## config.mk

```make
export PLATFORM = sky130hd
export DESIGN_NAME = snoop_bus_arbiter
export DESIGN_NICKNAME = d
export VERILOG_FILES = /design/src/rtl/snoop_pkg.sv /design/src/rtl/rr_picker.sv /design/src/rtl/snoop_bus_arbiter.sv
export SDC_FILE = /design/constraint.sdc
export NUM_CORES = 1
export LEC_CHECK = 0
export CORE_MARGIN = 2
export CORE_UTILIZATION = 39
export DETAILED_ROUTE_END_ITERATION = 10
export GPL_TIMING_DRIVEN = 0
export PLACE_DENSITY = 0.73
export SETUP_SLACK_MARGIN = 0.15
export SLEW_MARGIN = 20
export SYNTH_ARGS = -nofsm -noshare
export SYNTH_HDL_FRONTEND = slang
export SYNTH_SLANG_ARGS = --single-unit
```

## constraint.sdc

```tcl
create_clock -name i_Clock -period 5.45 [get_ports i_Clock]
set_clock_uncertainty 0.05 [all_clocks]
set_input_delay 0.545 -clock i_Clock [delete_from_list [all_inputs] [get_ports i_Clock]]
set_output_delay 0.545 -clock i_Clock [all_outputs]
set_load 0.05 [all_outputs]
```

## src/rtl/snoop_pkg.sv

```systemverilog
// Shared encodings for the snoop bus: bus messages, MSI line states, CPU ops
// and the bus arbiter FSM states.
package snoop_pkg;

    // Bus message encodings
    localparam logic [1:0] MSG_NONE       = 2'd0;
    localparam logic [1:0] MSG_READ_MISS  = 2'd1;
    localparam logic [1:0] MSG_WRITE_MISS = 2'd2;
    localparam logic [1:0] MSG_INVALIDATE = 2'd3;

    // MSI cache line states
    localparam logic [1:0] INVALID  = 2'd0;
    localparam logic [1:0] SHARED   = 2'd1;
    localparam logic [1:0] MODIFIED = 2'd2;

    // CPU operation encodings (read miss/hit, write miss/hit)
    localparam logic [1:0] RM = 2'd0;
    localparam logic [1:0] RH = 2'd1;
    localparam logic [1:0] WM = 2'd2;
    localparam logic [1:0] WH = 2'd3;

    // Bus arbiter FSM states
    typedef enum logic [2:0] {
        StIdle,
        StBcast,
        StSnoop,
        StWb,
        StDone
    } arb_state_e;

endpackage

```

## src/rtl/rr_picker.sv

```systemverilog
// Combinational round-robin picker: first set request at or after the pointer,
// wrapping from N-1 back to 0.
module rr_picker #(
    parameter int unsigned N     = 4,
    parameter int unsigned IDX_W = 2
) (
    input  logic [N-1:0]     i_Req,
    input  logic [IDX_W-1:0] i_Ptr,
    output logic [N-1:0]     o_OneHot,
    output logic [IDX_W-1:0] o_Idx,
    output logic             o_Valid
);

    logic [IDX_W:0]   sum;
    logic [IDX_W-1:0] cand;

    // Scan N candidates starting at the pointer; the first hit wins
    always_comb begin
        o_OneHot = '0;
        o_Idx    = '0;
        o_Valid  = 1'b0;
        sum      = '0;
        cand     = '0;
        for (int k = 0; k < N; k++) begin
            sum = {1'b0, i_Ptr} + (IDX_W + 1)'(k);
            if (sum >= (IDX_W + 1)'(N)) begin
                sum = sum - (IDX_W + 1)'(N);
            end
            cand = sum[IDX_W-1:0];
            if (!o_Valid && i_Req[cand]) begin
                o_Valid        = 1'b1;
                o_OneHot[cand] = 1'b1;
                o_Idx          = cand;
            end
        end
    end

endmodule

```

## src/rtl/snoop_bus_arbiter.sv

```systemverilog
// Snoop bus arbiter: grants the shared bus round-robin, broadcasts the winner's
// message, services a single MODIFIED-holder writeback and re-broadcasts once.
module snoop_bus_arbiter
    import snoop_pkg::*;
#(
    parameter int unsigned N_CPUS     = 4,
    parameter int unsigned IDX_W      = 2,
    parameter int unsigned WB_TIMEOUT = 15
) (
    input  logic                  i_Clock,
    input  logic                  i_Reset,
    input  logic [N_CPUS-1:0]     i_Req,
    input  logic [2*N_CPUS-1:0]   i_Msg,
    input  logic [N_CPUS-1:0]     i_Abort,
    input  logic [N_CPUS-1:0]     i_WbDone,
    output logic [N_CPUS-1:0]     o_Grant,
    output logic                  o_BusValid,
    output logic [1:0]            o_BusMsg,
    output logic [IDX_W-1:0]      o_BusSrc,
    output logic [N_CPUS-1:0]     o_WbReq,
    output logic [N_CPUS-1:0]     o_Done,
    output logic                  o_Busy,
    output logic                  o_Error
);

    localparam int unsigned CNT_W = $clog2(WB_TIMEOUT + 1);

    arb_state_e        state_q, state_d;
    logic [N_CPUS-1:0] grant_q, grant_d;
    logic [IDX_W-1:0]  src_q, src_d;
    logic [1:0]        msg_q, msg_d;
    logic [IDX_W-1:0]  ptr_q, ptr_d;
    logic [IDX_W-1:0]  wb_tgt_q, wb_tgt_d;
    logic [CNT_W-1:0]  wb_cnt_q, wb_cnt_d;
    logic              retry_q, retry_d;
    logic              error_q, error_d;

    logic [N_CPUS-1:0] pick_onehot;
    logic [IDX_W-1:0]  pick_idx;
    logic              pick_valid;
    logic [1:0]        pick_msg;

    logic [N_CPUS-1:0] abort_m;
    logic [IDX_W-1:0]  abort_lo_idx;
    logic              abort_any;
    logic              abort_multi;

    rr_picker #(
        .N     (N_CPUS),
        .IDX_W (IDX_W)
    ) u_rr_picker (
        .i_Req    (i_Req),
        .i_Ptr    (ptr_q),
        .o_OneHot (pick_onehot),
        .o_Idx    (pick_idx),
        .o_Valid  (pick_valid)
    );

    // Message of the candidate winner
    always_comb begin
        pick_msg = MSG_NONE;
        for (int k = 0; k < N_CPUS; k++) begin
            if (pick_idx == IDX_W'(k)) begin
                pick_msg = i_Msg[2*k +: 2];
            end
        end
    end

    // Snooper aborts, ignoring the requester's own; lowest index is serviced
    always_comb begin
        abort_m      = i_Abort & ~grant_q;
        abort_lo_idx = '0;
        abort_any    = 1'b0;
        for (int k = N_CPUS - 1; k >= 0; k--) begin
            if (abort_m[k]) begin
                abort_lo_idx = IDX_W'(k);
                abort_any    = 1'b1;
            end
        end
        // Two or more MODIFIED holders is an MSI protocol violation
        abort_multi = |(abort_m & (abort_m - {{(N_CPUS - 1){1'b0}}, 1'b1}));
    end

    // Next-state logic for the transaction sequencer
    always_comb begin
        state_d  = state_q;
        grant_d  = grant_q;
        src_d    = src_q;
        msg_d    = msg_q;
        ptr_d    = ptr_q;
        wb_tgt_d = wb_tgt_q;
        wb_cnt_d = wb_cnt_q;
        retry_d  = retry_q;
        error_d  = error_q;
        unique case (state_q)
            StIdle: begin
                if (pick_valid) begin
                    grant_d = pick_onehot;
                    src_d   = pick_idx;
                    msg_d   = pick_msg;
                    // A NONE message has nothing to broadcast
                    state_d = (pick_msg == MSG_NONE) ? StDone : StBcast;
                end
            end
            StBcast: begin
                state_d = StSnoop;
            end
            StSnoop: begin
                if (abort_any) begin
                    if (abort_multi) begin
                        error_d = 1'b1;
                    end
                    if (retry_q) begin
                        // Line went MODIFIED again after writeback: give up
                        error_d = 1'b1;
                        state_d = StDone;
                    end else begin
                        wb_tgt_d = abort_lo_idx;
                        wb_cnt_d = '0;
                        state_d  = StWb;
                    end
                end else begin
                    state_d = StDone;
                end
            end
            StWb: begin
                if (i_WbDone[wb_tgt_q]) begin
                    wb_cnt_d = '0;
                    retry_d  = 1'b1;
                    state_d  = StBcast;
                end else if (wb_cnt_q == CNT_W'(WB_TIMEOUT - 1)) begin
                    wb_cnt_d = '0;
                    error_d  = 1'b1;
                    state_d  = StDone;
                end else begin
                    wb_cnt_d = wb_cnt_q + CNT_W'(1);
                end
            end
            StDone: begin
                ptr_d   = (src_q == IDX_W'(N_CPUS - 1)) ? '0 : src_q + IDX_W'(1);
                retry_d = 1'b0;
                grant_d = '0;
                src_d   = '0;
                msg_d   = MSG_NONE;
                state_d = StIdle;
            end
            default: begin
                state_d = StIdle;
            end
        endcase
    end

    // State registers with asynchronous reset
    always_ff @(posedge i_Clock or posedge i_Reset) begin
        if (i_Reset) begin
            state_q  <= StIdle;
            grant_q  <= '0;
            src_q    <= '0;
            msg_q    <= MSG_NONE;
            ptr_q    <= '0;
            wb_tgt_q <= '0;
            wb_cnt_q <= '0;
            retry_q  <= 1'b0;
            error_q  <= 1'b0;
        end else begin
            state_q  <= state_d;
            grant_q  <= grant_d;
            src_q    <= src_d;
            msg_q    <= msg_d;
            ptr_q    <= ptr_d;
            wb_tgt_q <= wb_tgt_d;
            wb_cnt_q <= wb_cnt_d;
            retry_q  <= retry_d;
            error_q  <= error_d;
        end
    end

    // Outputs decode directly from state so reset clears them immediately
    always_comb begin
        o_Grant    = grant_q;
        o_BusSrc   = src_q;
        o_BusMsg   = msg_q;
        o_BusValid = (state_q == StBcast);
        o_Busy     = (state_q != StIdle);
        o_Error    = error_q;
        o_WbReq    = '0;
        if (state_q == StWb) begin
            o_WbReq[wb_tgt_q] = 1'b1;
        end
        o_Done = (state_q == StDone) ? grant_q : '0;
    end

endmodule

```

==> reports/results.txt <==
largest net degree at the start of global routing: 22
Die Width: 68.6 um
Die Span Y: 68.6 um
part of the cycle the worst path needs: 0.617
final slew viol count: 0
flip-flop and latch count after synthesis: 21
most frequent cell after synthesis: dfrtp_1
worst reg2reg path depth: 10
hpwl dp: 2780 um
FP Rows: 23
post-cts hold buffer count: 0
Clock Pin Slew Worst Setup and Hold Paths: 0.07 ns
WP data arrival: 3.46 ns
crit end category: register
top achievable clock speed: 0.297 GHz
post-route antenna net violation count: 0
Die Area: 4710 um2
Vias: 1,498
Multi-input gate area: 1020 um2
vias in the first global route: 1,351
count of cells resized by post-cts repair: 0
Starting Density: 0.407
first-pass detailed-route iteration total: 4
CP startpoint kind: register
drt wl/cell: 13.3 um
worst-case clock buffer depth: 2
critical path fanouts, max: 10
Logic pwr share: 0.663
layout cells sized above 1: 0.0800
minimum clock period: 3.36 ns
diodes inserted: 0
layout filler cell count: 397
ys async rst share: 1.00
outcome: complete, no violations
Top delay family on crit path: compound AO/OA/AOI/OAI gates
Crit Path Class: reg -> reg
Worst Hold Path EP: o_Error
Post-synth EDFFs: 0
worst path bufs/invs: 3
setup_tns: 0 ns
reg-to-reg startpoint: ptr_q[0]
Placed Area: 2090 um2
# IOs: 41
unique cell type count in the Yosys netlist: 41
Synth area leader: dfrtp_1
Placeable Area: 4000 um2
critical-path cell list: buf_6 > inv_1 > ha_1 > buf_6 > mux4_2 > o21ai_4 > nor2b_4 > o221ai_1 > a22o_1 > a2111o_1
Final nets: 259
# H-tree levels: 1
total gr overflow: 0
GP Congestion: 0.750
fin area: 2140 um2
crit-path max cell delay: 0.62 ns
most used cell, CP: buf_6
worst min-delay path class: reg -> reg
Skew-Pair Late Insertion Delay: 0.26 ns
switching power total: 0.570 mW
# Max-Cap Violations: 0
CTS tree: done
Most used DFF post-synth: dfrtp_1
final hold vios: 0
initial DRC count: 61
most frequent cells after synthesis: 21 x dfrtp_1, 18 x o21ai_0, 17 x nand2_1, 13 x inv_1, 13 x nor2_1
Clock power frac: 0.088
Yosys top cell area share: 0.323
Tot GR Track Use: 0.165
Root Driver: clkbuf_8
Area growth syn-to-layout: 31.2%
final WL: 3650 um
Worst slew margin: 0.464
Hold Path Depth: 1
flop2flop setup slack: 2.09 ns
VDD IR-drop max: 0.000379 V
P_int: 0.588 mW
vias per cell: 5.45
initial antenna violation count: 0
pwr/cell area: 542 nW/um2
syn nets: 214
Min-Delay Startpoint: o_Error
number of buffers added on ports: 40
Slew @ Worst Pin: 0.803 ns
setup bufs post-CTS: 0
DRC violations left: 0
Reg2Reg Capture Point: state_q[0]
Req. time, crit path: 5.54 ns
mapped cell area: 1630 um2
top post-synthesis cells by area: dfrtp_1 32%, ha_1 8.4%, o21ai_0 5.5%, mux4_2 4.1%, nand2_1 3.9%
Net Sw Frac: 0.492
Setup Viol. Count Final: 0
YS warnings: 0
Num CTS Buffers: 3
Sequential Power Share: 0.249
clock sinks: 21
global-route wire length before repair: 6000 um
average cell area after synthesis: 9.00 um2
leakage: 0.952 nW
Crit-path slowest cell: mux4_2
register area: 526 um2
unrepaired setup endpoints after global routing: no
Seq/Total Area, Yosys: 0.323
Cells after Synth: 181
==> power groups by stage <==
stage               sequential (mW)  clock [mW]  combinational [mW]
CTS                           0.289       0.105               0.767
detailed placement            0.293           0               0.764
floorplan                     0.357           0               0.500
global route                  0.300       0.112               0.845
finish                        0.288       0.102               0.768
global placement              0.291           0               0.756
==> logic make-up (layout without fill, tap and decap cells) <==
logic type / Yosys count / count (layout) / synth area share
buffers and inverters: 17 / 61 / 0.0492
and+or+nand+nor: 76 / 76 / 0.253
AOI/OAI and AO/OA: 48 / 48 / 0.207
DFF: 21 / 21 / 0.323
muxes: 8 / 8 / 0.0837
adders and majority gates: 11 / 11 / 0.0845
==> layout by cell type (no fill, tap or decap), types with 4 or more instances in the layout <==
cell type,instances
a221oi_1,5
nor2_1,13
a22oi_1,4
o221ai_1,4
dfrtp_1,21
inv_1,13
nand3_1,10
nor2b_1,4
nand2b_1,7
ha_1,11
nor3b_1,6
and3_1,6
clkdlybuf4s50_1,40
nand2_1,17
o21ai_0,18
==> metal layers <==
| metal | vias up | global-route usage | part of all wire |
|---|---|---|---|
| met3 | 2 | 0.0357 | 0.055 |
| met4 | 0 | 0.0225 | 0.0027 |
| met2 | 43 | 0.258 | 0.44 |
| li1 | 760 | - | - |
| met5 | - | 0 | 0 |
| met1 | 693 | 0.240 | 0.50 |
==> registers in the layout (all words and copies together) (netlist names) <==
register / cells
state_q: 3
o_BusMsg: 2
wb_cnt_q: 4
o_BusSrc: 2
o_Grant: 4
ptr_q: 2
o_Error: 1
retry_q: 1
wb_tgt_q: 2
==> layout make-up <==
type                       count  share of cell area
inverter                      13              0.0228
multi-input combinational    143               0.479
timing repair buffer          40               0.187
sequential                    21               0.246
clock buffer                   4              0.0211
buffer                         4              0.0146
tap                           50              0.0293
==> metrics by stage <==
stage | utilization | total power, mW | setup slack (ns) | hold WS, ns | std cells
after floorplan | - | 0.857 | 2.42 | 0.395 | 181
after CTS | 0.534 | 1.16 | 2.09 | 0.416 | 275
after global placement | 0.523 | 1.05 | 2.13 | 0.390 | 271
final | 0.534 | 1.16 | 2.09 | 0.417 | 275
after detailed placement | 0.523 | 1.06 | 2.11 | 0.399 | 271
after global routing | 0.534 | 1.26 | 1.92 | 0.437 | 275
==> worst max path at each step <==
| stage | from | to | slack [ns] | depth (start not counted) |
|---|---|---|---|---|
| finish | ptr_q[0] | state_q[0] | 2.09 | 10 |
| global route | ptr_q[0] | state_q[0] | 1.92 | 10 |
| CTS | ptr_q[0] | state_q[0] | 2.09 | 10 |
| detailed placement | ptr_q[0] | state_q[0] | 2.11 | 10 |
| global placement | ptr_q[0] | state_q[0] | 2.13 | 10 |
| floorplan | ptr_q[0] | state_q[0] | 2.42 | 10 |
Note: power is estimated with default switching activity, not from simulation.
